File: config.mk
export PLATFORM = sky130hd
export DESIGN_NAME = pc_fetch_unit
export DESIGN_NICKNAME = d
export VERILOG_FILES = /design/src/rtl/cpu_pkg.sv /design/src/rtl/next_pc_calc.sv /design/src/rtl/pc_fetch_unit.sv
export SDC_FILE = /design/constraint.sdc
export NUM_CORES = 1
export LEC_CHECK = 0
export CAP_MARGIN = 15
export CORE_MARGIN = 2
export CORE_UTILIZATION = 49
export DETAILED_ROUTE_END_ITERATION = 12
export GPL_TIMING_DRIVEN = 1
export HOLD_SLACK_MARGIN = 0.05
export PLACE_DENSITY = 0.89
export RECOVER_POWER = 50
export REMOVE_ABC_BUFFERS = 1
export SYNTH_ARGS = -nofsm -noshare
export SYNTH_HDL_FRONTEND = slang
export SYNTH_SLANG_ARGS = --single-unit
File: constraint.sdc
create_clock -name CLK -period 5.4 [get_ports CLK]
set_input_delay 0.81 -clock CLK [delete_from_list [all_inputs] [get_ports CLK]]
set_output_delay 0.81 -clock CLK [all_outputs]
set_load 0.01 [all_outputs]
File: src/rtl/cpu_pkg.sv
// -----------------------------------------------------------------------------
// cpu_pkg
// Shared definitions for the instruction-fetch front end of the multi-cycle
// CPU.
//   - pc_src_e      : next-PC select encodings driven by the control unit
//   - fetch_state_e : states of the instruction-fetch handshake FSM
//   - RESET_PC_DEFAULT : default PC loaded on reset
//   - IR_* localparams : bit positions of the MIPS-style instruction fields
// -----------------------------------------------------------------------------
package cpu_pkg;

  typedef enum logic [1:0] {
    PC_SEQ = 2'b00,  // pc + 4
    PC_BR  = 2'b01,  // pc + 4 + (imm << 2)
    PC_JR  = 2'b10,  // register target
    PC_J   = 2'b11   // pseudo-direct jump
  } pc_src_e;

  typedef enum logic [1:0] {
    F_IDLE = 2'b00,
    F_WAIT = 2'b01,
    F_DONE = 2'b10
  } fetch_state_e;

  localparam logic [31:0] RESET_PC_DEFAULT = 32'h0000_0000;

  // Instruction field positions
  localparam int IR_OP_HI   = 31;
  localparam int IR_OP_LO   = 26;
  localparam int IR_RS_HI   = 25;
  localparam int IR_RS_LO   = 21;
  localparam int IR_RT_HI   = 20;
  localparam int IR_RT_LO   = 16;
  localparam int IR_RD_HI   = 15;
  localparam int IR_RD_LO   = 11;
  localparam int IR_SA_HI   = 10;
  localparam int IR_SA_LO   = 6;
  localparam int IR_IMM_HI  = 15;
  localparam int IR_IMM_LO  = 0;
  localparam int IR_JIDX_HI = 25;
  localparam int IR_JIDX_LO = 0;

endpackage : cpu_pkg

File: src/rtl/next_pc_calc.sv
// -----------------------------------------------------------------------------
// next_pc_calc
// Purely combinational next-PC computation: sequential, branch, register and
// pseudo-direct jump targets, plus the pc+4 value used for link write-back.
// All arithmetic wraps modulo 2^AW.
// Ports:
//   pc        in  AW  current PC
//   pc_src    in  2   target select (pc_src_e encoding)
//   ext_imm   in  32  extended branch immediate (word offset)
//   jr_target in  32  register value for jr
//   jidx      in  26  jump index from IR[25:0]
//   pc_plus4  out AW  pc + 4
//   next_pc   out AW  selected next PC
// -----------------------------------------------------------------------------
module next_pc_calc
  import cpu_pkg::*;
#(
  parameter int AW = 32
) (
  input  logic [AW-1:0] pc,
  input  logic [1:0]    pc_src,
  input  logic [31:0]   ext_imm,
  input  logic [31:0]   jr_target,
  input  logic [25:0]   jidx,
  output logic [AW-1:0] pc_plus4,
  output logic [AW-1:0] next_pc
);

  logic [AW-1:0] br_target;
  logic [AW-1:0] j_target;

  assign pc_plus4  = pc + AW'(4);
  assign br_target = pc_plus4 + AW'(ext_imm << 2);
  // Jump keeps the upper bits of the sequential PC and replaces the rest
  // with the word-aligned jump index.
  assign j_target  = {pc_plus4[AW-1:28], jidx, 2'b00};

  always_comb begin
    next_pc = pc_plus4;
    case (pc_src)
      PC_SEQ:  next_pc = pc_plus4;
      PC_BR:   next_pc = br_target;
      PC_JR:   next_pc = AW'(jr_target);
      PC_J:    next_pc = j_target;
      default: next_pc = pc_plus4;
    endcase
  end

endmodule : next_pc_calc

File: src/rtl/pc_fetch_unit.sv
// -----------------------------------------------------------------------------
// pc_fetch_unit
// Holds the PC, updates it from the control unit's PCSrc/PCWre, fetches the
// instruction word over a request/valid handshake into the instruction
// register and presents the decoded fields.
// Optional feature (macro PC_ALIGN_CHK_EN): a PC write whose target is not
// word aligned is suppressed and raises a sticky misalign_err output.
// Ports:
//   CLK, RST            clock; synchronous active-low reset
//   PCWre, PCSrc        PC write enable and next-PC select
//   IRWre               fetch start request
//   ext_imm, jr_target  branch immediate, jr register value
//   imem_addr/req       fetch address and request (held until valid)
//   imem_rdata/valid    returned instruction word and its strobe
//   pc, pc_plus4        current PC and PC+4
//   opCode..imm16       fields of the instruction register
//   ir_valid            IR holds the word of the latest request
//   fetch_busy          request outstanding
//   misalign_err        (PC_ALIGN_CHK_EN only) sticky misaligned-target flag
// -----------------------------------------------------------------------------
module pc_fetch_unit
  import cpu_pkg::*;
#(
  parameter logic [31:0] RESET_PC = RESET_PC_DEFAULT,
  parameter int          AW       = 32
) (
  input  logic          CLK,
  input  logic          RST,
  input  logic          PCWre,
  input  logic [1:0]    PCSrc,
  input  logic          IRWre,
  input  logic [31:0]   ext_imm,
  input  logic [31:0]   jr_target,
  output logic [AW-1:0] imem_addr,
  output logic          imem_req,
  input  logic [31:0]   imem_rdata,
  input  logic          imem_valid,
  output logic [AW-1:0] pc,
  output logic [AW-1:0] pc_plus4,
  output logic [5:0]    opCode,
  output logic [4:0]    rs,
  output logic [4:0]    rt,
  output logic [4:0]    rd,
  output logic [4:0]    sa,
  output logic [15:0]   imm16,
  output logic          ir_valid,
  output logic          fetch_busy
`ifdef PC_ALIGN_CHK_EN
  ,
  output logic          misalign_err
`endif
);

  logic [31:0]   ir;
  logic [AW-1:0] next_pc;
  logic          pc_load;

  fetch_state_e state, state_nxt;
  logic         addr_capture;
  logic         ir_load;

  next_pc_calc #(.AW(AW)) u_next_pc (
    .pc        (pc),
    .pc_src    (PCSrc),
    .ext_imm   (ext_imm),
    .jr_target (jr_target),
    .jidx      (ir[IR_JIDX_HI:IR_JIDX_LO]),
    .pc_plus4  (pc_plus4),
    .next_pc   (next_pc)
  );

`ifdef PC_ALIGN_CHK_EN
  logic misaligned;
  assign misaligned = (next_pc[1:0] != 2'b00);
  assign pc_load    = PCWre && !misaligned;
`else
  assign pc_load    = PCWre;
`endif

  // Fetch FSM next-state logic. IRWre is only honoured outside F_WAIT, so a
  // request is never duplicated while one is outstanding.
  always_comb begin
    // NOTE: every output of this block gets a default first so that no path
    // leaves a value unassigned and infers a latch.
    state_nxt    = state;
    addr_capture = 1'b0;
    ir_load      = 1'b0;
    case (state)
      F_IDLE, F_DONE: begin
        if (IRWre) begin
          state_nxt    = F_WAIT;
          addr_capture = 1'b1;
        end
      end
      F_WAIT: begin
        if (imem_valid) begin
          state_nxt = F_DONE;
          ir_load   = 1'b1;
        end
      end
      default: state_nxt = F_IDLE;
    endcase
  end

  always_ff @(posedge CLK) begin
    // NOTE: sequential state uses non-blocking assignments so every register
    // samples pre-edge values, e.g. the fetch captures the old pc even when
    // PCWre lands on the same edge.
    if (!RST) begin
      pc        <= AW'(RESET_PC);
      ir        <= 32'h0000_0000;
      imem_addr <= AW'(RESET_PC);
      state     <= F_IDLE;
    end else begin
      state <= state_nxt;
      if (pc_load)      pc        <= next_pc;
      if (addr_capture) imem_addr <= pc;
      if (ir_load)      ir        <= imem_rdata;
    end
  end

`ifdef PC_ALIGN_CHK_EN
  always_ff @(posedge CLK) begin
    if (!RST)                        misalign_err <= 1'b0;
    else if (PCWre && misaligned)    misalign_err <= 1'b1;
  end
`endif

  assign imem_req   = (state == F_WAIT);
  assign fetch_busy = (state == F_WAIT);
  assign ir_valid   = (state == F_DONE);

  assign opCode = ir[IR_OP_HI:IR_OP_LO];
  assign rs     = ir[IR_RS_HI:IR_RS_LO];
  assign rt     = ir[IR_RT_HI:IR_RT_LO];
  assign rd     = ir[IR_RD_HI:IR_RD_LO];
  assign sa     = ir[IR_SA_HI:IR_SA_LO];
  assign imm16  = ir[IR_IMM_HI:IR_IMM_LO];

endmodule : pc_fetch_unit

* Word-level counts from Yosys, hierarchy flattened
Cells that the tools add are included.
** Operators by class
- $add $sub $neg :: 2
- Multipliers :: 0
- Div/mod/pow operators :: 0
- Order comparisons :: 0
- Equal/unequal tests :: 7
- Shifts and indexed selects :: 0
- Muxes and demuxes :: 8
- Bitwise operators :: 0
- Reductions and logical operators :: 4
** Operators with widths (count)
- $pmux 32 s4 :: 1
- $add 32x3->32 const B :: 1
- $add 32x32->32 :: 1
- $eq 2x2->1 const B :: 3
- $eq 2x1->1 const B :: 2
- $logic_not 2->1 :: 2
- $mux 1 :: 4
- $mux 2 :: 2
- $ne 2x2->1 const B :: 2
- $pmux 2 s2 :: 1
- $reduce_and 2->1 :: 1
- $reduce_or 2->1 :: 1
** Storage, ports and cells
- Bits in registers :: 98
- Latch bits :: 0
- Memory bits (writable) :: 0
- ROM bits :: 0
- Input bits :: 103
- Output and inout port bits :: 141
- Logic and storage cells :: 25
- Memories :: 0

* Logic depth before layout (Yosys ltp)
- Depth in word-level cells :: 4
- Depth in mapped cells :: 16

* Modules after synthesis
A second synthesis with hierarchy kept.
** Unflattened totals
- Cell total of the unflattened synthesis :: 754
- Area, all modules :: 6710.2 µm²
** By module, submodules not included
- pc_fetch_unit :: instances 1, cells each 406, area an instance 3851.2 µm², sequential area each 1961.9 µm²
- next_pc_calc :: instances 1, cells each 348, area an instance 2859.0 µm², sequential area each 0.0 µm²

* Worst setup path before layout
OpenSTA, ideal clock, no wires.
- Kind :: flip-flop to flip-flop
- From :: register pc[3]
- To :: register pc[29]
- Library setup time :: 0.122 ns
- Arrival time :: 3.700 ns
- Data required time :: 5.278 ns
- Path slack :: 1.578 ns
- Stages on the path, launching flop included :: 17
- Period minus slack after synthesis :: 3.822 ns
- Cell sequence :: dfxtp_1 -> ha_1 -> nand3_1 -> nor4_4 -> nand2_2 -> nor2_1 -> nand2_1 -> xnor2_1 -> ha_1 -> a21oi_1 -> o21ai_0 -> a211o_1 -> a211oi_1 -> a31oi_1 -> xnor2_1 -> a21oi_1 -> a221o_1
** Between the ends
- Cells in the longest elaborated chain, start to end :: 3
** RTL lines
- start, declared :: line pc_fetch_unit.sv:38 : output logic [AW-1:0] pc,
- start signal, assigned :: line pc_fetch_unit.sv:110 : pc <= AW'(RESET_PC);
- start signal, assigned :: line pc_fetch_unit.sv:116 : if (pc_load) pc <= next_pc;
- $add 32x3->32 :: line next_pc_calc.sv:32 : assign pc_plus4 = pc + AW'(4);
- via pc_plus4[24] :: line pc_fetch_unit.sv:39 : output logic [AW-1:0] pc_plus4,
- $add 32x32->32 :: line next_pc_calc.sv:33 : assign br_target = pc_plus4 + AW'(ext_imm << 2);
- $pmux 32 s4 :: line next_pc_calc.sv:40 : case (pc_src)
The timed path passes the listed nets, and every way through them passes these cells.
A chain may end at the register's enable or synchronous reset.

* Worst setup path in the final report
- From :: register pc[3]
- To :: register pc[31]
** Between the ends
- Cells in the longest elaborated chain, start to end :: 3
** RTL lines (line)
- $add 32x3->32 * :: next_pc_calc.sv:32
- $add 32x32->32 :: next_pc_calc.sv:33
- $pmux 32 s4 * :: next_pc_calc.sv:40
Every way passes the cells marked *; elsewhere a longest branch is shown, timed or not.

==> impl_metrics.prom <==
# TYPE chip_impl_metric gauge
chip_impl_metric{name="grt_start_max_net_pins",unit=""} 45
chip_impl_metric{name="slew-limit-headroom",unit="%"} 15.0
chip_impl_metric{name="cts_hold_repair.buffers",unit=""} 0
chip_impl_info{name="crit_path_top_delay_cell",value="sky130_fd_sc_hd__nor4_1"} 1
chip_impl_info{name="grt_setup_unrepaired",value="false"} 1
chip_impl_metric{name="std_cell_rows",unit=""} 42
chip_impl_metric{name="timing.final.setup_violations",unit=""} 0
chip_impl_metric{name="floorplan.initialDensity",unit="%"} 50.1
chip_impl_metric{name="holdWs",unit="ps"} 452
chip_impl_info{name="synth_most_common_cell",value="sky130_fd_sc_hd__nand2_1"} 1
chip_impl_info{name="timing.setup.critical_path_class",value="register to register"} 1
chip_impl_info{name="yosys.area.top_type",value="sky130_fd_sc_hd__dfxtp_1"} 1
chip_impl_metric{name="synth_async_sr_flop_share",unit="%"} 0
chip_impl_metric{name="nFillCells",unit=""} 1090
chip_impl_metric{name="yosys_register_bits",unit=""} 98
chip_impl_metric{name="design.final.nets",unit=""} 1191
chip_impl_metric{name="worstSkewPairLatency",unit="ps"} 350
chip_impl_metric{name="netlist-cell-type-count",unit=""} 76
chip_impl_metric{name="die-width",unit="um"} 120
chip_impl_metric{name="timing.setup.tns",unit="ps"} 0
chip_impl_info{name="synth.top_cells.by_area",value="sky130_fd_sc_hd__dfxtp_1 30%, sky130_fd_sc_hd__nand2_1 10%, sky130_fd_sc_hd__a21oi_1 8.8%, sky130_fd_sc_hd__ha_1 6.4%, sky130_fd_sc_hd__xnor2_1 3.7%"} 1
chip_impl_metric{name="core-area",unit="mm2"} 0.0132
chip_impl_metric{name="average_instance_area_after_synthesis",unit="um2"} 7.80
chip_impl_metric{name="first_global_vias",unit=""} 6334
chip_impl_metric{name="chipHeight",unit="um"} 120
chip_impl_metric{name="static_leak",unit="nW"} 3.87
chip_impl_metric{name="synth_edf_count",unit=""} 0
chip_impl_metric{name="max-cap-violations",unit=""} 0
chip_impl_metric{name="cts_repair_resize_count",unit=""} 0
chip_impl_metric{name="dr.first_iter.drc_count",unit=""} 643
chip_impl_metric{name="final_period_minus_worst_setup_slack",unit="ps"} 4700
chip_impl_metric{name="finalHoldViolations",unit=""} 0
chip_impl_metric{name="clock_tree.htree_level_count",unit=""} 3
chip_impl_metric{name="syn-instance-count",unit=""} 850
chip_impl_metric{name="final_antenna_net_count",unit=""} 0
chip_impl_metric{name="cp.required",unit="ps"} 5670
chip_impl_metric{name="detail_route.vias_per_cell",unit=""} 5.65
chip_impl_info{name="hold_class",value="register to register"} 1
chip_impl_info{name="cells_traversed_along_the_worst_timing_path",value="ha_1, nand3_1, nor4_4, nand2_2, nor2_1, and4_1, xor2_1, ha_1, nand3_1, nor4_1, o2111ai_1, a311oi_1, o21ai_0, and3_2, o31ai_2"} 1
chip_impl_metric{name="tritoncts.num_buffers",unit=""} 9
chip_impl_metric{name="routed_wirelength",unit="um"} 21800
chip_impl_metric{name="place_hpwl",unit="um"} 16500
chip_impl_metric{name="initial_drt_pass_iterations",unit=""} 5
chip_impl_metric{name="flow.area_growth_from_synthesis",unit="%"} 40.5
chip_impl_metric{name="timing.clock.skew",unit="ps"} 4.65
chip_impl_metric{name="io_pins",unit=""} 244
chip_impl_metric{name="worst_path_largest_cell_delay",unit="ps"} 550
chip_impl_metric{name="drc",unit=""} 0
chip_impl_metric{name="path_clk_slew",unit="ps"} 70
chip_impl_metric{name="post_synthesis_sequential_area_ratio",unit="%"} 29.6
chip_impl_metric{name="dieArea",unit="mm2"} 0.0145
chip_impl_info{name="outcome",value="finished, final reports clean"} 1
chip_impl_metric{name="critical_path.max_fanout",unit=""} 8
chip_impl_metric{name="clk_path_buf_depth",unit=""} 2
chip_impl_metric{name="final-max-slew-violation-count",unit=""} 0
chip_impl_metric{name="power.ir.vdd_worst",unit="uV"} 128
chip_impl_metric{name="crit_arrival",unit="ps"} 4970
chip_impl_metric{name="cts_setup_buffers",unit=""} 0
chip_impl_metric{name="netlist_area",unit="mm2"} 0.00663
chip_impl_metric{name="yosysWarningCount",unit=""} 0
chip_impl_metric{name="wire_length_of_the_first_global_routing_pass",unit="um"} 33600
chip_impl_info{name="startpoint_type",value="register"} 1
chip_impl_metric{name="power_density",unit="mW/mm2"} 232
chip_impl_metric{name="final_layout_size_suffix_gt1_share",unit="%"} 5.95
chip_impl_metric{name="place_congestion",unit=""} 0.971
chip_impl_metric{name="timing_worst_slew_pin_value",unit="ps"} 1270
chip_impl_metric{name="dpl_worst_slack",unit="ps"} 881
chip_impl_metric{name="detailroute.via_count",unit=""} 6978
chip_impl_metric{name="fin_ws",unit="ps"} 703
chip_impl_info{name="critPathCaptureType",value="register"} 1
chip_impl_info{name="postSynth.topFlopCell",value="sky130_fd_sc_hd__dfxtp_1"} 1
chip_impl_metric{name="grt_overflow_total",unit=""} 0
chip_impl_metric{name="grt_usage",unit="%"} 29.4
chip_impl_info{name="root_buffer",value="sky130_fd_sc_hd__clkbuf_16"} 1
chip_impl_metric{name="synth_top_cell_area_share",unit="%"} 29.6
chip_impl_info{name="cts_tree",value="yes"} 1
chip_impl_info{name="yosys-top-cells-count",value="183 x sky130_fd_sc_hd__nand2_1, 117 x sky130_fd_sc_hd__a21oi_1, 98 x sky130_fd_sc_hd__dfxtp_1"} 1
chip_impl_metric{name="final_min_period_over_clock_period",unit="%"} 87.0
chip_impl_metric{name="grt_antenna_before_repair",unit=""} 1
chip_impl_metric{name="port_buffers",unit=""} 241
chip_impl_metric{name="tritoncts_num_sinks",unit=""} 98
chip_impl_metric{name="wl_per_cell",unit="um"} 17.7
chip_impl_metric{name="clock.fmax",unit="GHz"} 0.213
## report_power, final
group / total [mW] / internal (mW) / switching [mW]
logic: 0.620 / 0.306 / 0.314
clock network: 0.735 / 0.451 / 0.284
registers: 0.811 / 0.760 / 0.0503
total: 2.17 / 1.52 / 0.649
## flip-flops by register name, summed over array words and instances, names as in the netlist
signal / flops
imem_addr: 32
ir: 32
pc: 32
state: 2
## final timing paths
check	from	to	depth (start not counted)	slack, ps
setup / recovery	pc[3]$_SDFFE_PN0P_	pc[31]$_SDFFE_PN0P_	15	700
hold / removal	imem_addr[31]$_SDFFE_PN0P_	imem_addr[31]$_SDFFE_PN0P_	2	450
setup reg to reg	pc[3]$_SDFFE_PN0P_	pc[31]$_SDFFE_PN0P_	15	700
hold reg to reg	imem_addr[31]$_SDFFE_PN0P_	imem_addr[31]$_SDFFE_PN0P_	2	450
## cells in the final DEF (no fill, tap or decap), drive strengths merged, types with 5 or more instances in the layout
cell type / netlist / routed
nand2: 184 / 184
clkdlybuf4s50: 0 / 147
a21oi: 119 / 119
dfxtp: 98 / 98
dlygate4sd3: 0 / 93
nor2: 47 / 47
o21ai: 42 / 42
ha: 34 / 34
xnor2: 28 / 28
nand3: 23 / 23
mux2i: 22 / 22
inv: 22 / 22
xor2: 12 / 12
nand4: 12 / 12
a21o: 11 / 11
o21a: 10 / 10
nor3: 10 / 10
a211oi: 10 / 10
clkbuf: 39 / 10
buf: 19 / 10
mux4: 9 / 9
o211ai: 8 / 8
a22o: 7 / 7
nor2b: 7 / 7
a31oi: 5 / 5
or3: 5 / 5
nand2b: 5 / 5
## critical path, delay by kind of cell, from the launching register on
family,cells,cell delay [ps]
AO/OA/AOI/OAI,4,1050
XOR/XNOR,1,290
adder cells (fa/ha/maj),2,640
flip-flops,1,480
AND/OR/NAND/NOR,8,2150
## cells by family after synthesis
| family | after synthesis | synth area share (%) |
|---|---|---|
| xor+xnor | 40 | 5.29 |
| mux | 32 | 6.55 |
| compound gates | 241 | 22.2 |
| simple gates | 323 | 22.8 |
| fa+ha+maj | 35 | 6.72 |
| buf+inv | 81 | 6.83 |
| flops | 98 | 29.6 |
## stage by stage
stage                     instances  total power, mW  area [um2]  utilization [%]
final                          1235             2.17        9320             70.4
after global routing           1235             2.25        9320             70.4
after CTS                      1233             2.17        9290             70.1
after detailed placement       1217             1.44        8950             67.6
after global placement         1217             1.43        8950             67.6
after floorplan                 792             1.14        6260                -
## metal layers
layer | wire length (um) | track usage (%) | up-vias
li1 | - | - | 3393
met1 | 9330 | 39.9 | 3191
met2 | 9920 | 45.8 | 344
met3 | 1760 | 4.81 | 50
met4 | 831 | 13.5 | 0
met5 | 0 | 0 | -
## final cells by class
cell class                      instances  area, um2  area share (%)
Antenna cell                            1       2.50          0.0269
Sequential cell                        98       1960            21.1
Clock inverter                          6        105            1.13
Timing Repair Buffer                  250       2490            26.8
Tap cell                              176        220            2.36
Inverter                               23       86.3           0.927
Clock buffer                           10        229            2.46
Multi-Input combinational cell        671       4220            45.3
Power figures use the tool's default switching activity.
